==> config.mk <==
export PLATFORM = sky130hd
export DESIGN_NAME = pixel_array_ctrl
export DESIGN_NICKNAME = d
export VERILOG_FILES = /design/src/rtl/pixel_ctrl_pkg.sv /design/src/rtl/pixel_read_buffer.sv /design/src/rtl/pixel_array_ctrl.sv
export SDC_FILE = /design/constraint.sdc
export NUM_CORES = 1
export LEC_CHECK = 0
export CORE_ASPECT_RATIO = 0.8
export CORE_MARGIN = 10
export CORE_UTILIZATION = 30
export DETAILED_ROUTE_END_ITERATION = 16
export DONT_BUFFER_PORTS = 1
export PLACE_DENSITY = 0.44
export SYNTH_ARGS = -nofsm -noshare
export SYNTH_HDL_FRONTEND = slang
export SYNTH_SLANG_ARGS = --single-unit
==> constraint.sdc <==
create_clock -name clk -period 5.7 [get_ports clk]
set_clock_uncertainty 0.15 [all_clocks]
set_input_delay 0.285 -clock clk [delete_from_list [all_inputs] [get_ports clk]]
set_output_delay 0.285 -clock clk [all_outputs]
set_load 0.02 [all_outputs]
==> src/rtl/pixel_ctrl_pkg.sv <==
// Shared types and constants for the 2x2 pixel array sequencer.
package pixel_ctrl_pkg;

  typedef enum logic [2:0] {IDLE, ERASE, EXPOSE, CONVERT, READ, EMIT} state_t;

  localparam int NUM_ROWS = 2;
  localparam int NUM_COLS = 2;

  // Row index 0 is array row 1 and is selected by mem_read bit 1.
  function automatic logic [NUM_ROWS-1:0] row_to_mem_read(input logic row);
    logic [NUM_ROWS-1:0] sel;
    case (row)
      1'b0:    sel = 2'b10;
      default: sel = 2'b01;
    endcase
    return sel;
  endfunction

endpackage

==> src/rtl/pixel_read_buffer.sv <==
// Holds one captured row (one word per column) and emits it column by column
// over valid/ready, flagging the final word of the frame.
module pixel_read_buffer
  import pixel_ctrl_pkg::*;
#(
  parameter int DATA_W = 8
) (
  input  logic              clk,
  input  logic              reset,
  input  logic              capture,
  input  logic              last_row,
  input  logic [DATA_W-1:0] col1_in,
  input  logic [DATA_W-1:0] col2_in,
  input  logic              out_ready,
  output logic [DATA_W-1:0] out_data,
  output logic              out_valid,
  output logic              out_last,
  output logic              row_done
);

  logic [DATA_W-1:0] buf_q [NUM_COLS];
  logic [DATA_W-1:0] buf_d [NUM_COLS];
  logic              col_q, col_d;
  logic              valid_q, valid_d;
  logic              last_row_q, last_row_d;
  logic [DATA_W-1:0] out_data_q, out_data_d;
  logic              out_last_q, out_last_d;
  logic              accept;

  always_comb begin
    buf_d      = buf_q;
    col_d      = col_q;
    valid_d    = valid_q;
    last_row_d = last_row_q;
    accept     = valid_q & out_ready;
    if (capture) begin
      buf_d[0]   = col1_in;
      buf_d[1]   = col2_in;
      col_d      = 1'b0;
      valid_d    = 1'b1;
      last_row_d = last_row;
    end else if (accept) begin
      if (col_q == 1'(NUM_COLS - 1)) valid_d = 1'b0;
      else                           col_d   = col_q + 1'b1;
    end
    // Output word is re-registered so it is glitch-free and held during a stall.
    out_data_d = valid_d ? buf_d[col_d] : '0;
    out_last_d = valid_d & last_row_d & (col_d == 1'(NUM_COLS - 1));
  end

  assign row_done = accept & (col_q == 1'(NUM_COLS - 1));

  always_ff @(posedge clk) begin
    if (reset) begin
      for (int i = 0; i < NUM_COLS; i++) buf_q[i] <= '0;
      col_q      <= 1'b0;
      valid_q    <= 1'b0;
      last_row_q <= 1'b0;
      out_data_q <= '0;
      out_last_q <= 1'b0;
    end else begin
      buf_q      <= buf_d;
      col_q      <= col_d;
      valid_q    <= valid_d;
      last_row_q <= last_row_d;
      out_data_q <= out_data_d;
      out_last_q <= out_last_d;
    end
  end

  assign out_data  = out_data_q;
  assign out_valid = valid_q;
  assign out_last  = out_last_q;

endmodule

==> src/rtl/pixel_array_ctrl.sv <==
// Frame sequencer for the 2x2 pixel array: erase, expose, ramp-convert, then
// row-by-row readout streamed to a valid/ready consumer.
module pixel_array_ctrl
  import pixel_ctrl_pkg::*;
#(
  parameter int DATA_W       = 8,
  parameter int ERASE_CYCLES = 5,
  parameter int EXP_W        = 16,
  parameter int READ_SETTLE  = 2
) (
  input  logic              clk,
  input  logic              reset,
  input  logic              start,
  input  logic [EXP_W-1:0]  expose_time,
  output logic              busy,
  output logic              bias_en,
  output logic              ramp_en,
  output logic              mem_reset,
  output logic              pixel_erase,
  output logic              pixel_expose,
  output logic [1:0]        mem_read,
  output logic              cnt_drive_en,
  output logic [DATA_W-1:0] cnt_value,
  input  logic [DATA_W-1:0] pix_data1_in,
  input  logic [DATA_W-1:0] pix_data2_in,
  output logic [DATA_W-1:0] out_data,
  output logic              out_valid,
  input  logic              out_ready,
  output logic              out_last
);

  localparam int CNT_W = ((EXP_W > DATA_W) ? EXP_W : DATA_W) + 1;
  localparam logic [CNT_W-1:0] ERASE_LAST  = CNT_W'(ERASE_CYCLES - 1);
  localparam logic [CNT_W-1:0] CONV_LAST   = CNT_W'((1 << DATA_W) - 1);
  localparam logic [CNT_W-1:0] SETTLE_LAST = CNT_W'(READ_SETTLE);

  state_t            state_q, state_d;
  logic [CNT_W-1:0]  cnt_q, cnt_d;
  logic [EXP_W-1:0]  exp_q, exp_d;
  logic              row_q, row_d;
  logic              capture, row_done;

  logic              busy_q, busy_d, bias_en_q, bias_en_d, ramp_en_q, ramp_en_d;
  logic              mem_reset_q, mem_reset_d, pixel_erase_q, pixel_erase_d;
  logic              pixel_expose_q, pixel_expose_d, cnt_drive_en_q, cnt_drive_en_d;
  logic [1:0]        mem_read_q, mem_read_d;
  logic [DATA_W-1:0] cnt_value_q, cnt_value_d;

  always_comb begin
    state_d = state_q;
    cnt_d   = cnt_q;
    exp_d   = exp_q;
    row_d   = row_q;
    capture = 1'b0;
    case (state_q)
      IDLE: if (start) begin
        state_d = ERASE;
        cnt_d   = '0;
        exp_d   = expose_time;
      end
      ERASE: if (cnt_q == ERASE_LAST) begin
        state_d = EXPOSE;
        cnt_d   = '0;
      end else cnt_d = cnt_q + 1'b1;
      // The ">=" form makes expose_time=0 behave as a single cycle.
      EXPOSE: if ((cnt_q + 1'b1) >= CNT_W'(exp_q)) begin
        state_d = CONVERT;
        cnt_d   = '0;
      end else cnt_d = cnt_q + 1'b1;
      CONVERT: if (cnt_q == CONV_LAST) begin
        state_d = READ;
        cnt_d   = '0;
        row_d   = 1'b0;
      end else cnt_d = cnt_q + 1'b1;
      // READ count 0 is a dead cycle so the array never sees mem_read while
      // the counter code is still on the bus.
      READ: if (cnt_q == SETTLE_LAST) begin
        state_d = EMIT;
        cnt_d   = '0;
        capture = 1'b1;
      end else cnt_d = cnt_q + 1'b1;
      EMIT: if (row_done) begin
        if (row_q == 1'(NUM_ROWS - 1)) state_d = IDLE;
        else begin
          state_d = READ;
          cnt_d   = '0;
          row_d   = row_q + 1'b1;
        end
      end
      default: state_d = IDLE;
    endcase

    // Outputs are decoded from the next state so each one lines up with its state.
    busy_d         = (state_d != IDLE);
    bias_en_d      = state_d inside {ERASE, EXPOSE, CONVERT};
    pixel_erase_d  = (state_d == ERASE);
    mem_reset_d    = (state_d == ERASE);
    pixel_expose_d = (state_d == EXPOSE);
    ramp_en_d      = (state_d == CONVERT);
    cnt_drive_en_d = (state_d == CONVERT);
    cnt_value_d    = (state_d == CONVERT) ? cnt_d[DATA_W-1:0] : '0;
    mem_read_d     = (state_d == READ && cnt_d != '0) ? row_to_mem_read(row_d) : 2'b00;
  end

  always_ff @(posedge clk) begin
    if (reset) begin
      state_q        <= IDLE;
      cnt_q          <= '0;
      exp_q          <= '0;
      row_q          <= 1'b0;
      busy_q         <= 1'b0;
      bias_en_q      <= 1'b0;
      ramp_en_q      <= 1'b0;
      mem_reset_q    <= 1'b0;
      pixel_erase_q  <= 1'b0;
      pixel_expose_q <= 1'b0;
      mem_read_q     <= 2'b00;
      cnt_drive_en_q <= 1'b0;
      cnt_value_q    <= '0;
    end else begin
      state_q        <= state_d;
      cnt_q          <= cnt_d;
      exp_q          <= exp_d;
      row_q          <= row_d;
      busy_q         <= busy_d;
      bias_en_q      <= bias_en_d;
      ramp_en_q      <= ramp_en_d;
      mem_reset_q    <= mem_reset_d;
      pixel_erase_q  <= pixel_erase_d;
      pixel_expose_q <= pixel_expose_d;
      mem_read_q     <= mem_read_d;
      cnt_drive_en_q <= cnt_drive_en_d;
      cnt_value_q    <= cnt_value_d;
    end
  end

  assign busy         = busy_q;
  assign bias_en      = bias_en_q;
  assign ramp_en      = ramp_en_q;
  assign mem_reset    = mem_reset_q;
  assign pixel_erase  = pixel_erase_q;
  assign pixel_expose = pixel_expose_q;
  assign mem_read     = mem_read_q;
  assign cnt_drive_en = cnt_drive_en_q;
  assign cnt_value    = cnt_value_q;

  pixel_read_buffer #(.DATA_W(DATA_W)) u_read_buffer (
    .clk       (clk),
    .reset     (reset),
    .capture   (capture),
    .last_row  (row_q),
    .col1_in   (pix_data1_in),
    .col2_in   (pix_data2_in),
    .out_ready (out_ready),
    .out_data  (out_data),
    .out_valid (out_valid),
    .out_last  (out_last),
    .row_done  (row_done)
  );

endmodule
==> results of run 1 <==
[layout by cell type, fill, tap and decap left out, drive strengths merged, types with 4 or more instances in the layout]
master / n
nand3: 12
clkbuf: 11
ha: 19
dlygate4sd3: 31
nand4: 10
nor3: 11
a22oi: 15
nor4: 9
a21o: 4
inv: 28
or4: 4
nand2: 80
or3: 4
dfxtp: 80
o21a: 5
a21oi: 45
xor2: 9
o21ai: 11
mux2i: 7
a211oi: 8
nor2: 47
xnor2: 7
[critical path: cells and delay by family (launching register included)]
family	cells	cell delay, ns
compound gates	3	1.60
xor+xnor	1	0.20
flops	1	0.52
simple gates	5	1.32
fa+ha+maj	2	0.72
[worst paths after layout]
check	cells after the start	slack, ns	start	end
max	11	1.06	cnt_q[0]	mem_read[1]
min	2	0.02	pix_data1_in[4]	u_read_buffer.out_data[4]
max reg2reg	11	1.06	cnt_q[0]	mem_read[1]
min reg2reg	2	0.30	u_read_buffer.buf_q[12]	u_read_buffer.buf_q[12]
[logic make-up (layout without fill, tap and decap cells)]
logic type	Yosys count	in the layout	share of synthesized area, %
xor gates and xnor gates	16	16	3.519
adders and majority gates	19	19	5.969
and+or+nand+nor	196	196	23.91
DFF	80	80	40.21
buffers and inverters	61	77	6.346
muxes	9	9	2.419
AOI/OAI and AO/OA	109	109	17.63
[routing by layer]
layer	vias to the layer above	routed length [µm]
met5	-	0
met4	0	69
met3	8	516
met2	62	4312
met1	1560	5812
li1	1731	-
[cell type report]
cell class              instances  share of cell area, %
well taps                     175                  4.639
flip-flops and latches         80                  33.93
repair buffers                 34                  7.476
inverters                      27                  2.147
multi-input cells             349                  45.10
clock buffers                  11                  5.355
clock inverters                 5                  1.352
[timing repair]
item                      4_1_cts  5_1_grt
resized for setup               0        0
hold endpoints to repair       60        0
hold buffers                   32        0
[sequential cells by signal, summed over array words and instances (netlist names), 2 cells and up]
register	count
u_read_buffer.out_data	8
u_read_buffer.buf_q	16
mem_read	2
exp_q	16
cnt_q	17
state_q	3
cnt_value	8
[power by group]
part,internal (mW),switching [mW]
combinational,0.0429,0.0536
clock,0.366,0.244
sequential,0.569,0.0117
total,0.979,0.310
[stage by stage]
| stage | hold WS [ns] | area, µm² | total power [mW] | instances | setup WS (ns) |
|---|---|---|---|---|---|
| after global routing | 0.03749 | 4720 | 1.343 | 681 | 0.6879 |
| after CTS | 0.02992 | 4720 | 1.308 | 681 | 1.065 |
| after floorplan | 0.2461 | 3983 | 0.6541 | 490 | 1.945 |
| after global placement | 0.2151 | 4065 | 0.6638 | 633 | 1.255 |
| after detailed placement | 0.2182 | 4065 | 0.6644 | 633 | 1.082 |
| final | 0.02136 | 4720 | 1.288 | 681 | 1.058 |
==> results.json, run 1 <==
{
  "coreArea_um2": 12920,
  "fmax_mhz": 215.4,
  "grt-ovfl-total": 0,
  "gp_congestion": 0.8685,
  "crit_top_cell": "ha_1",
  "synth.area.top_cells": "dfxtp_1 (40%), nand2_1 (7.5%), ha_1 (6.0%)",
  "wl_mm": 10.71,
  "cts_buffers": 9,
  "die_area_um2": 18310,
  "crit_type": "reg -> reg",
  "ys_types": 60,
  "drive_above_1_share_pct": 5.731,
  "ys_seq_area_share_pct": 40.21,
  "fin_util_pct": 36.54,
  "htree_levels": 3,
  "relSlewSlack_pct": 35.32,
  "final.fill_count": 1352,
  "antenna_found_initial": 0,
  "fin_crit_sh_pct": 81.44,
  "slowest_delay_ns": 0.86,
  "post-cts-setup-buffers": 0,
  "critPathMaxFanout": 19,
  "drtAntennaViolNets": 0,
  "register_area_um2": 1602,
  "multi_input_area_um2": 2128,
  "drc": 0,
  "start_util_pct": 30.83,
  "clock_latency_ns": 0.34,
  "synthTopCellsByCount": "dfxtp_1 (80), nand2_1 (80), nor2_1 (47)",
  "cts_sinks": 80,
  "setup.worst_path.start_class": "flop",
  "rsz0062_at_grt": "no",
  "routedWlPerCell_um": 15.73,
  "vias_per_cell": 4.935,
  "synth_seq_cells": 80,
  "grt_max_degree": 56,
  "end_kind": "flop",
  "required_ns": 5.76,
  "die_h_um": 123.1,
  "grtUsageMet2_pct": 16.75,
  "yosysTopAreaCell": "dfxtp_1",
  "syn_area_um2": 3983,
  "io_pins": 63,
  "grt_pass1_wl_mm": 17.99,
  "hold_path_class": "in -> reg",
  "synth_warnings": 0,
  "drtIter0Drc": 288,
  "crit_arrival_ns": 4.71,
  "peakVddDrop_uv": 138.1,
  "max_cap_violations": 0,
  "hold_violations": 0,
  "syn-instance-count": 490,
  "path_clk_slew_ns": 0.06,
  "leakage_nw": 1.816,
  "grt_use_total_pct": 12.07,
  "tns_ns": 0,
  "met3_usage_pct": 3.870,
  "post-dp-hpwl_mm": 7.722,
  "grt_pass1_vias": 3332,
  "syn_area_per_cell_um2": 8.128,
  "crit_slowest_cell": "o311ai_0",
  "finalSetupViolCount": 0,
  "async_flop_share_pct": 0,
  "crit_chain": "ha_1 -> nand2_1 -> nor4_1 -> xor2_1 -> ha_1 -> nand4_1 -> o311ai_0 -> o21bai_4 -> o32a_1 -> nor4b_2 -> nor3b_1",
  "cts_tree": "built",
  "cts-root-buf": "clkbuf_16",
  "synth_edf_count": 0,
  "run_status": "completed",
  "antenna_cells": 0,
  "syn_nets": 545,
  "power.density_nw_per_um2": 273.0,
  "num_rows": 37,
  "final-max-slew-violation-count": 0,
  "yosysTopAreaCellShare_pct": 40.21,
  "vias": 3361,
  "die_width_um": 148.8,
  "drtPass1Iterations": 4,
  "nNetsFinal": 556,
  "synth_ff_type": "dfxtp_1",
  "area_growth_pct": 18.50,
  "gr-usage-met1_pct": 17.67,
  "port_buffers": 0,
  "fin_crit_ns": 4.642,
  "worstMarginPinSlew_ns": 0.9580,
  "clockBufferDepth": 2,
  "busiest_layer": "met1"
}
(Power assumes the default switching activity.)
==> run 2: changes to the inputs <==
clock period = 4.75 ns   (was 5.7 ns; I/O delays follow)
==> run 2 against run 1 <==
Against the previous run: non-clock buffer count grew 5; sequential cell count is the same; first-iteration DRC count shrank 35%; design area is essentially flat; via count grew 2.9%; maximum frequency grew 8.5%; sequential power grew 20%; critical path depth grew 3; largest cell class unchanged; largest power group is now sequential cells.
==> results.json, run 2 (synthesis results as in run 1) <==
{
  "path_clk_slew_ns": 0.07,
  "crit_slowest_cell": "dfxtp_1",
  "finalPower_mw": 1.485,
  "post_cts_resized": 0,
  "fin_util_pct": 36.56,
  "min_path_cells": 2,
  "hold_path_class": "in -> reg",
  "required_ns": 4.82,
  "path_buf_inv": 2,
  "slowest_delay_ns": 0.54,
  "final-max-slew-violation-count": 0,
  "regMostFlops": "cnt_q",
  "critPathTopFamily": "simple AND/OR/NAND/NOR gates",
  "fin_crit_ns": 4.279,
  "vias": 3460,
  "drtPass1Iterations": 4,
  "routedWlPerCell_um": 15.97,
  "hold_violations": 0,
  "r2r-end": "busy",
  "peakVddDrop_uv": 169.7,
  "grt_use_total_pct": 12.13,
  "drtIter0Drc": 186,
  "antenna_found_initial": 0,
  "crit_type": "reg -> reg",
  "crit_chain": "ha_1 -> nand2_1 -> nor2_1 -> xor2_1 -> ha_1 -> nand4_1 -> nor3_1 -> a2111oi_0 -> o311ai_0 -> buf_4 -> a311oi_1 -> buf_4 -> a211oi_1 -> or3_1",
  "grt_pass1_wl_mm": 17.84,
  "io_pins": 63,
  "drc": 0,
  "timing.rr.start": "cnt_q[0]",
  "die_h_um": 123.1,
  "nNetsFinal": 561,
  "drive_above_1_share_pct": 6.458,
  "port_buffers": 0,
  "fmax_mhz": 233.7,
  "antenna_cells": 0,
  "cts_buffers": 9,
  "rr_worst_depth": 14,
  "grt_pass1_vias": 3306,
  "leakage_nw": 1.818,
  "die_width_um": 148.8,
  "end_kind": "flop",
  "num_rows": 37,
  "critPathMaxFanout": 10,
  "fin_crit_sh_pct": 90.08,
  "post-dp-hpwl_mm": 7.868,
  "setup.worst_path.start_class": "flop",
  "grt_max_degree": 56,
  "clockBufferDepth": 2,
  "run_status": "completed",
  "rsz0062_at_grt": "no",
  "gp_congestion": 0.8730,
  "clock_latency_ns": 0.34,
  "post-cts-setup-buffers": 0,
  "start_util_pct": 30.83,
  "cts_sinks": 80,
  "drtAntennaViolNets": 0,
  "hold_start": "out_ready",
  "grt-ovfl-total": 0,
  "finalSetupViolCount": 0,
  "final_cell_mix": "nand2_1 (80), dfxtp_1 (80), nor2_1 (47)",
  "max_cap_violations": 0,
  "htree_levels": 3,
  "worstMarginPinSlew_ns": 0.9070,
  "cts-root-buf": "clkbuf_16",
  "die_area_um2": 18310,
  "tns_ns": 0,
  "relSlewSlack_pct": 39.54,
  "power.density_nw_per_um2": 314.4,
  "hold_buffers": 33,
  "coreArea_um2": 12920,
  "wl_mm": 10.96,
  "min_to": "u_read_buffer.out_last",
  "area_growth_pct": 18.57,
  "cts_tree": "built",
  "vias_per_cell": 5.044,
  "reg_top3": "cnt_q: 17 flops, exp_q: 16 flops, u_read_buffer.buf_q: 16 flops",
  "largest_register_ffs": 17,
  "final.fill_count": 1349,
  "r2r_slack_ns": 0.47,
  "crit_arrival_ns": 4.35
}
run 2: cell count changes in the layout (fill, tap and decap cells not counted), sizes merged:
cell         previous run  this run
clkbuf                 11         9
clkinvlp                1         3
dlygate4sd3            31        32
bufinv                  1         0
inv                    28        30
clkinv                  2         1
buf                     3         7
run 2: cell type report:
type	count	area [µm²]	share of cell area, %
clock buffer	9	225.2	4.769
timing repair buffer	39	392.9	8.320
clock inverter	7	53.80	1.139
sequential	80	1602	33.92
tap	175	219.0	4.637
multi-input combinational	349	2128	45.07
inverter	27	101.3	2.146
run 2: through the flow:
stage | hold WS [ns] | cell area [µm²] | cells | worst slack (ns)
global route | 0.04808 | 4722 | 686 | 0.05346
global placement | 0.1684 | 4095 | 637 | 0.6985
floorplan | 0.1986 | 3983 | 490 | 0.9949
finish | 0.02439 | 4722 | 686 | 0.4714
detailed placement | 0.1714 | 4095 | 637 | 0.5097
CTS | 0.01792 | 4722 | 686 | 0.5002
run 2: layer usage:
layer	wire, µm	GRT usage (%)	up-vias
li1	-	-	1736
met1	5792	17.39	1627
met2	4349	16.56	85
met3	662	4.308	12
met4	152	3.427	0
met5	0	0	-
run 2: how the worst max path moves through the flow:
stage | start | end | cells after the start
5_1_grt | cnt_q[0] | busy | 14
6_report | cnt_q[0] | busy | 14
3_5_place_dp | cnt_q[0] | busy | 15
2_1_floorplan | cnt_q[1] | mem_read[0] | 12
3_3_place_gp | cnt_q[0] | mem_read[0] | 14
4_1_cts | cnt_q[0] | busy | 15
run 2: power breakdown:
part | internal [mW] | switching, mW
combinational | 0.0563 | 0.0663
clock | 0.359 | 0.306
sequential | 0.683 | 0.0141
==> run 3: changes to the inputs <==
ABC_AREA = 1   (was default)
==> run 3 against run 2 <==
Against the previous run: wire length rose by 0.19%; die area increased by 1.0%; clock power is 5.6% higher; cell count up 11%; largest cell class unchanged; design area up 1.7%; critical path type unchanged; combinational power fell by 22%; worst setup slack improved by 0.46 ns; sequential power down 0.7%; critical endpoint is now mem_read[1]; synthesized cell count increased by 13%; critical path depth rose by 12.
==> results.json, run 3 <==
{
  "reg_top3": "cnt_q: 17 flops, exp_q: 16 flops, u_read_buffer.buf_q: 16 flops",
  "leakage_nw": 2.160,
  "finalSetupViolCount": 0,
  "die_h_um": 123.7,
  "fin_crit_ns": 3.814,
  "io_pins": 63,
  "crit_type": "reg -> reg",
  "drc": 0,
  "regMostFlops": "cnt_q",
  "final-max-slew-violation-count": 0,
  "drtAntennaViolNets": 0,
  "vias": 3426,
  "area_growth_pct": 19.19,
  "fin_crit_sh_pct": 80.30,
  "hold_violations": 0,
  "cts_tree": "built",
  "synth.most_common_cell": "nand2_1",
  "worstMarginPinSlew_ns": 0.9012,
  "synth.area.top_cells": "dfxtp_1 (40%), nand2_1 (9.9%), nor2_1 (8.0%)",
  "min_path_cells": 2,
  "register_area_um2": 1602,
  "gp_congestion": 0.8897,
  "post-dp-hpwl_mm": 8.329,
  "syn_area_um2": 4030,
  "cts_sinks": 80,
  "rr_worst_depth": 26,
  "synth_seq_cells": 80,
  "end_kind": "flop",
  "syn_nets": 610,
  "port_buffers": 0,
  "grt-ovfl-total": 0,
  "start_util_pct": 30.98,
  "fin_ws_ns": 0.9358,
  "vias_per_cell": 4.484,
  "tns_ns": 0,
  "antenna_found_initial": 0,
  "cts-root-buf": "clkbuf_16",
  "synth_ff_type": "dfxtp_1",
  "drtIter0Drc": 228,
  "final.fill_count": 1371,
  "path_clk_slew_ns": 0.06,
  "post-place-ws_ns": 0.9035,
  "routedWlPerCell_um": 14.37,
  "run_status": "completed",
  "ys_types": 39,
  "required_ns": 4.84,
  "antenna_cells": 0,
  "coreArea_um2": 13010,
  "syn-instance-count": 555,
  "multi_input_area_um2": 2008,
  "synth_edf_count": 0,
  "cts_buffers": 9,
  "die_width_um": 149.6,
  "synthTopCellsByCount": "nand2_1 (106), nor2_1 (86), inv_1 (82)",
  "final_common_cell": "nand2_1",
  "peakVddDrop_uv": 161.7,
  "final_cell_mix": "nand2_1 (106), nor2_1 (86), inv_1 (82)",
  "nNetsFinal": 639,
  "wl_mm": 10.98,
  "yosysTopAreaCell": "dfxtp_1",
  "setup.worst_path.start_class": "flop",
  "die_area_um2": 18500,
  "critPathMaxFanout": 16,
  "fmax_mhz": 262.2,
  "drive_above_1_share_pct": 9.338,
  "grt_pass1_vias": 3299,
  "clockBufferDepth": 2,
  "power.density_nw_per_um2": 310.2,
  "whs_ns": 0.04410,
  "crit_arrival_ns": 3.91,
  "num_rows": 37,
  "max_cap_violations": 0,
  "htree_levels": 3,
  "drtPass1Iterations": 4,
  "grt_use_total_pct": 12.15,
  "clock_latency_ns": 0.35,
  "hold_path_class": "in -> reg",
  "synth_warnings": 0,
  "hold_buffers": 33,
  "relSlewSlack_pct": 39.77,
  "grt_max_degree": 43,
  "yosysTopAreaCellShare_pct": 39.74,
  "grt_pass1_wl_mm": 17.65,
  "post_cts_resized": 0,
  "ys_seq_area_share_pct": 39.74,
  "async_flop_share_pct": 0,
  "post-cts-setup-buffers": 0,
  "syn_area_per_cell_um2": 7.261,
  "rsz0062_at_grt": "no",
  "largest_register_ffs": 17
}
run 3: through the flow:
step	util (%)	std cells	instance area [µm²]	power, mW
after global placement	32.03	715	4167	0.7733
after global routing	36.92	764	4803	1.552
final	36.92	764	4803	1.490
after detailed placement	32.03	715	4167	0.7746
after CTS	36.92	764	4803	1.509
after floorplan	-	555	4030	0.7660
run 3: critical path: stages (launching register included):
cell	delay, ns
dfxtp_1	0.46
ha_1	0.25
nand2_2	0.09
nor2_4	0.12
nand4_4	0.13
nor4_1	0.29
xor2_1	0.15
ha_1	0.31
nand2_1	0.05
inv_1	0.07
nand2_1	0.07
nor2_1	0.15
a21oi_1	0.08
nand2_1	0.06
nand2_1	0.04
nand2_1	0.06
nand2_1	0.09
nand3_2	0.09
nand2_4	0.15
nand2_1	0.16
nand2_1	0.09
nor2_2	0.14
nand2_2	0.05
nor2_1	0.13
nand3_1	0.13
nand2_1	0.10
nor2_1	0.04
run 3: per-layer routing:
metal	share of wire (%)	track usage (%)	wire length (µm)	vias up
met3	5.3	4.168	585	12
li1	-	-	-	1810
met2	42	17.32	4628	48
met1	51	16.77	5635	1556
met5	0	0	0	-
met4	1.2	3.856	127	0
run 3: cells by family (layout without fill, tap and decap cells):
logic type | count (synthesis) | count (layout) | share of synthesized area, %
XOR/XNOR | 9 | 9 | 1.956
multiplexers | 8 | 8 | 1.987
AO/OA/AOI/OAI | 90 | 90 | 12.29
buffers and inverters | 104 | 138 | 10.43
flip-flops | 80 | 80 | 39.74
AND/OR/NAND/NOR | 245 | 245 | 27.69
adder cells (fa/ha/maj) | 19 | 19 | 5.899
run 3: layout make-up:
class / instances / share of cell area (%)
well taps: 175 / 4.558
repair buffers: 34 / 7.241
clock inverters: 6 / 1.407
inverters: 88 / 6.877
clock buffers: 10 / 4.767
multi-input cells: 371 / 41.81
flip-flops and latches: 80 / 33.34
run 3: worst paths after layout:
kind | start | endpoint | slack (ns)
min | reset | pixel_erase | 0.04
max reg2reg | cnt_q[0] | mem_read[1] | 0.94
max | cnt_q[0] | mem_read[1] | 0.94
min reg2reg | exp_q[8] | exp_q[8] | 0.31
run 3: report_power, final:
part | switching, mW | total [mW] | internal (mW)
sequential | 0.00767 | 0.692 | 0.685
combinational | 0.0562 | 0.0959 | 0.0397
clock | 0.292 | 0.702 | 0.410
